==> src/rtl/conv_window_gen.sv <==
// conv_window_gen: streams a raster image and emits every full 5x5 window with its coordinates
module conv_window_gen #(
    parameter int IMG_W = 28,
    parameter int IMG_H = 28,
    parameter int DW    = 32
) (
    input  logic                 clk,
    input  logic                 rst,
    input  logic                 start,
    input  logic signed [DW-1:0] pix_in,
    input  logic                 pix_valid,
    output logic                 pix_ready,
    output logic signed [DW-1:0] data_00, data_01, data_02, data_03, data_04,
    output logic signed [DW-1:0] data_10, data_11, data_12, data_13, data_14,
    output logic signed [DW-1:0] data_20, data_21, data_22, data_23, data_24,
    output logic signed [DW-1:0] data_30, data_31, data_32, data_33, data_34,
    output logic signed [DW-1:0] data_40, data_41, data_42, data_43, data_44,
    output logic                 win_valid,
    output logic [4:0]           win_row,
    output logic [4:0]           win_col,
    output logic                 frame_done
);
    localparam int CW = $clog2(IMG_W);
    localparam int RW = $clog2(IMG_H);
    typedef enum logic [1:0] {IDLE, FILL, STREAM, DONE} state_t;
    state_t               state_q, state_d;
    logic [CW-1:0]        col_q, col_d;
    logic [RW-1:0]        row_q, row_d;
    logic                 accept, emit, last_col, last_row;
    logic                 win_valid_q;
    logic [4:0]           win_row_q, win_col_q;
    logic signed [DW-1:0] lb_q  [4][IMG_W];
    logic signed [DW-1:0] win_q [5][5];
    logic signed [DW-1:0] win_d [5][5];
    logic signed [DW-1:0] out_q [5][5];
    logic signed [DW-1:0] col_v [5];

    assign pix_ready  = (state_q == FILL) || (state_q == STREAM);
    assign accept     = pix_valid && pix_ready;
    assign last_col   = col_q == CW'(IMG_W - 1);
    assign last_row   = row_q == RW'(IMG_H - 1);
    assign emit       = accept && (row_q >= RW'(4)) && (col_q >= CW'(4));
    assign frame_done = state_q == DONE;
    assign win_valid  = win_valid_q;
    assign win_row    = win_row_q;
    assign win_col    = win_col_q;
    assign {data_00, data_01, data_02, data_03, data_04} = {out_q[0][0], out_q[0][1], out_q[0][2], out_q[0][3], out_q[0][4]};
    assign {data_10, data_11, data_12, data_13, data_14} = {out_q[1][0], out_q[1][1], out_q[1][2], out_q[1][3], out_q[1][4]};
    assign {data_20, data_21, data_22, data_23, data_24} = {out_q[2][0], out_q[2][1], out_q[2][2], out_q[2][3], out_q[2][4]};
    assign {data_30, data_31, data_32, data_33, data_34} = {out_q[3][0], out_q[3][1], out_q[3][2], out_q[3][3], out_q[3][4]};
    assign {data_40, data_41, data_42, data_43, data_44} = {out_q[4][0], out_q[4][1], out_q[4][2], out_q[4][3], out_q[4][4]};

    // frame sequencing and raster position tracking; start only counts in IDLE
    always_comb begin
        state_d = state_q;
        col_d   = col_q;
        row_d   = row_q;
        case (state_q)
            IDLE: if (start) begin
                state_d = FILL;
                col_d   = '0;
                row_d   = '0;
            end
            FILL, STREAM: if (accept) begin
                col_d = last_col ? '0 : col_q + 1'b1;
                row_d = last_col ? (last_row ? '0 : row_q + 1'b1) : row_q;
                if (state_q == FILL && row_q == RW'(4) && col_q == '0) state_d = STREAM;
                if (state_q == STREAM && last_col && last_row) state_d = DONE;
            end
            default: state_d = IDLE;
        endcase
    end

    // next window: the four buffered rows above plus the incoming pixel form the new right column
    always_comb begin
        for (int k = 0; k < 4; k++) col_v[k] = lb_q[k][col_q];
        col_v[4] = pix_in;
        for (int r = 0; r < 5; r++) begin
            for (int c = 0; c < 4; c++) win_d[r][c] = win_q[r][c+1];
            win_d[r][4] = col_v[r];
        end
    end

    // line buffers age one row per column slot; window shifts left on every accepted pixel
    always_ff @(posedge clk) begin
        if (accept) begin
            for (int k = 0; k < 3; k++) lb_q[k][col_q] <= lb_q[k+1][col_q];
            lb_q[3][col_q] <= pix_in;
            win_q <= win_d;
        end
    end

    // control state and registered window outputs, which only change when a window is emitted
    always_ff @(posedge clk) begin
        if (rst) begin
            state_q     <= IDLE;
            col_q       <= '0;
            row_q       <= '0;
            win_valid_q <= 1'b0;
            win_row_q   <= '0;
            win_col_q   <= '0;
            out_q       <= '{default: '0};
        end else begin
            state_q     <= state_d;
            col_q       <= col_d;
            row_q       <= row_d;
            win_valid_q <= emit;
            if (emit) begin
                out_q     <= win_d;
                win_row_q <= 5'(row_q - RW'(4));
                win_col_q <= 5'(col_q - CW'(4));
            end
        end
    end
endmodule

==> config.mk <==
export PLATFORM = sky130hd
export DESIGN_NAME = conv_window_gen
export DESIGN_NICKNAME = d
export VERILOG_FILES = /design/src/rtl/conv_window_gen.sv
export SDC_FILE = /design/constraint.sdc
export NUM_CORES = 2
export LEC_CHECK = 0
export CAP_MARGIN = 20
export CELL_PAD_IN_SITES_DETAIL_PLACEMENT = 0
export CELL_PAD_IN_SITES_GLOBAL_PLACEMENT = 1
export CORE_UTILIZATION = 30
export CTS_BUF_LIST = sky130_fd_sc_hd__clkbuf_4 sky130_fd_sc_hd__clkbuf_8
export CTS_CLUSTER_SIZE = 8
export DETAILED_ROUTE_END_ITERATION = 16
export PLACE_DENSITY = 0.59
export SYNTH_ARGS = -nofsm -noshare
export SYNTH_HDL_FRONTEND = slang
export SYNTH_SLANG_ARGS = --single-unit
==> constraint.sdc <==
create_clock -name clk -period 31.4 [get_ports clk]
set_clock_uncertainty 0.05 [all_clocks]
set_input_delay 7.85 -clock clk [delete_from_list [all_inputs] [get_ports clk]]
set_output_delay 7.85 -clock clk [all_outputs]
set_load 0.1 [all_outputs]
==> flow_summary.ini <==
[power_and_ir_drop]
p_leak_nw = 66.4
ir_worst_vdd_uv = 55.9
switching_share_pct = 27.2
seqPwrFrac_pct = 52.9
p_switching_mw = 4.31
p_per_area_nw_per_um2 = 72.4
p_int_mw = 11.6
clkPwrFrac_pct = 36.2
pwr-share-comb_pct = 10.9

[placed_design]
post_dp_cell_area_um2 = 203000
io_buffers = 848
dp_hpwl_mm = 360
gp_congestion = 0.785

[routing]
vias = 105000
wire_per_inst_um = 28.6
wl_met1_mm = 256
drcViolationCount = 0
wl_met3_mm = 43.9
ant_nets = 0
wl_mm = 611
routed-wl-met2_mm = 292
drtIter0Drc = 10800
topRoutingLayerUsed = met5
first_pass_iters = 5
vias_per_cell = 4.91

[layout]
final_common_cell = edfxtp_1
drive_gt1_share_pct = 15.2
n_fill_cell = 58100
synthToLayoutAreaGrowth_pct = 19.1
final_area_um2 = 219000
final_cell_mix = edfxtp_1 (4224), nand2_1 (1518), mux2i_1 (1495)
nets = 12600
regMostFlops = lb_q
largest_register_ffs = 3584

[critical_path]
crit_arrival_ns = 14.05
worstReg2RegStart = col_q[1]$_SDFFE_PP0P_
cp_common_cell = buf_4
cp-startpoint = pix_valid
worstPathRequired_ns = 32.54
cpPeakStageDelay_ns = 0.72
cp_max_fo = 215
start_kind = input port
slowest_stage = buf_4
cp-end-kind = register
path_class = in -> reg
cp_cell_sequence = clkdlybuf4s50_1 > nand2_1 > a221o_4 > buf_12 > buf_4 > buf_4 > buf_4 > buf_4 > buf_4 > nand2_1 > a21oi_1

[floorplan]
dieHeight_um = 785
num_io_pins = 849
core_um2 = 611000
die_w_um = 785
initial_core_util_pct = 30.1
dieArea_um2 = 617000
num_rows = 287

[timing]
max_slew_margin_pct = 4.50
setup_viol = 0
fin_tns_setup_ns = 0
fmax_mhz = 77.5
hold_viol_final = 0
layout_worst_path_cycle_share_pct = 41.1
finalCriticalPeriod_ns = 12.91
rsz0062_at_grt = no
maxSlewViolCount = 0
worstMarginPinSlew_ns = 1.43

[logic_synthesis]
ys_seq_area_share_pct = 77.9
syn_inst = 11200
syn_avg_cell_area_um2 = 16.4
synth_flop_cell = edfxtp_1
ys_seq_elements = 5047
synth_cell_types = 54
synth_area_um2 = 184000
synth-edff-count = 4224
synth_nets = 11300
ys_warn_count = 0
synthArstFlopShare_pct = 0

[grt]
grt_pass1_vias = 101000
grt_use_total_pct = 19.0
antenna_found_initial = 66
grt_max_degree = 216
grt_pass1_wl_mm = 828
grt-ovfl-total = 0

[cts]
post_cts_resized = 0
cts_buffer_depth = 4
htreeDepth = 6
cts_buffers = 810
clockRootBuffer = clkbuf_8
clk_pin_slew_ns = 0.06
cts_tree = done
cts.sinks = 5047
hold_buffers = 0
postCtsSetupBuffers = 0
clock_latency_ns = 1.37

[worst_hold_path]
hold_path.class = reg -> reg
hp-start = win_d[520]$_DFFE_PP_

[run]
maxCapViolCount = 0

[run_status]
status = finished, final reports clean
layer usage:
metal  up-vias  GRT usage, %
li1      45700             -
met1     54600          25.0
met2      3807          31.6
met3       780          3.85
met4         6          5.68
met5         -             0
cells in the mapped netlist, types with 9 or more instances:
| cell | instances | area share, % |
|---|---|---|
| nand2_1 | 1518 | 3.1 |
| nand3_1 | 251 | 0.68 |
| buf_2 | 386 | 1.0 |
| inv_1 | 12 | 0.024 |
| nor4_1 | 117 | 0.40 |
| a22o_1 | 10 | 0.048 |
| buf_1 | 9 | 0.018 |
| buf_4 | 20 | 0.082 |
| o22ai_1 | 493 | 1.7 |
| dfxtp_1 | 823 | 9.0 |
| buf_6 | 9 | 0.055 |
| nor2_1 | 296 | 0.60 |
| o21a_1 | 116 | 0.47 |
| edfxtp_1 | 4224 | 69 |
| a21oi_1 | 705 | 1.9 |
| ha_1 | 20 | 0.14 |
| mux2i_1 | 1495 | 8.1 |
| a22oi_1 | 232 | 0.95 |
| mux4_2 | 148 | 1.8 |
| a211oi_1 | 13 | 0.053 |
| clkbuf_1 | 252 | 0.51 |
stage by stage:
stage	instances	hold slack [ns]	util, %	setup slack (ns)	total power [mW]
floorplan	11200	0.376	-	6.29	9.28
global placement	19800	0.379	33.1	17.35	10.3
detailed placement	19800	0.383	33.2	17.41	10.3
CTS	21300	0.323	35.9	18.82	16.0
global route	21300	0.367	35.9	18.45	16.4
finish	21300	0.364	35.9	18.49	15.9
path summary, 6_finish.rpt:
kind / endpoint / slack, ns / depth (start not counted)
setup / recovery: data_30[10]$_SDFFE_PP0P_ / 18.49 / 11
hold / removal: win_d[552]$_DFFE_PP_ / 0.36 / 0
setup reg to reg: data_30[10]$_SDFFE_PP0P_ / 24.24 / 12
hold reg to reg: win_d[552]$_DFFE_PP_ / 0.36 / 0
cell type report:
type                       count  area [um2]  area share (%)
tap                         8092       10100            4.62
multi-input combinational   5505       38000            17.3
clock buffer                1275       15000            6.85
clock inverter               215        1520           0.691
timing repair buffer        1168       11200            5.09
sequential                  5047      143000            65.4
antenna                       32        80.1          0.0365
inverter                      13        52.6          0.0240
logic make-up (layout without fill, tap and decap cells):
kind of cell               after synthesis  in the layout  share of synthesized area, %
muxes                                 1645           1645                          9.95
AOI/OAI and AO/OA                     1595           1595                          5.24
adders and majority gates               20             20                         0.136
buffers and inverters                  689           2671                          1.75
and+or+nand+nor                       2237           2237                          5.01
xor gates and xnor gates                 8              8                        0.0381
other                                    0             32                             0
DFF                                   5047           5047                          77.9
critical path: cells and delay by family:
kind	cells	cell delay, ns
and+or+nand+nor	2	0.45
buffers and inverters	7	4.31
AOI/OAI and AO/OA	2	0.66
power groups by stage:
stage / logic, mW / registers (mW) / clock network, mW
6_report: 1.73 / 8.39 / 5.75
5_1_grt: 1.81 / 8.41 / 6.15
4_1_cts: 1.75 / 8.40 / 5.88
3_5_place_dp: 1.75 / 8.54 / 0
3_3_place_gp: 1.73 / 8.53 / 0
2_1_floorplan: 0.755 / 8.52 / 0
Power figures use the tool's default switching activity.
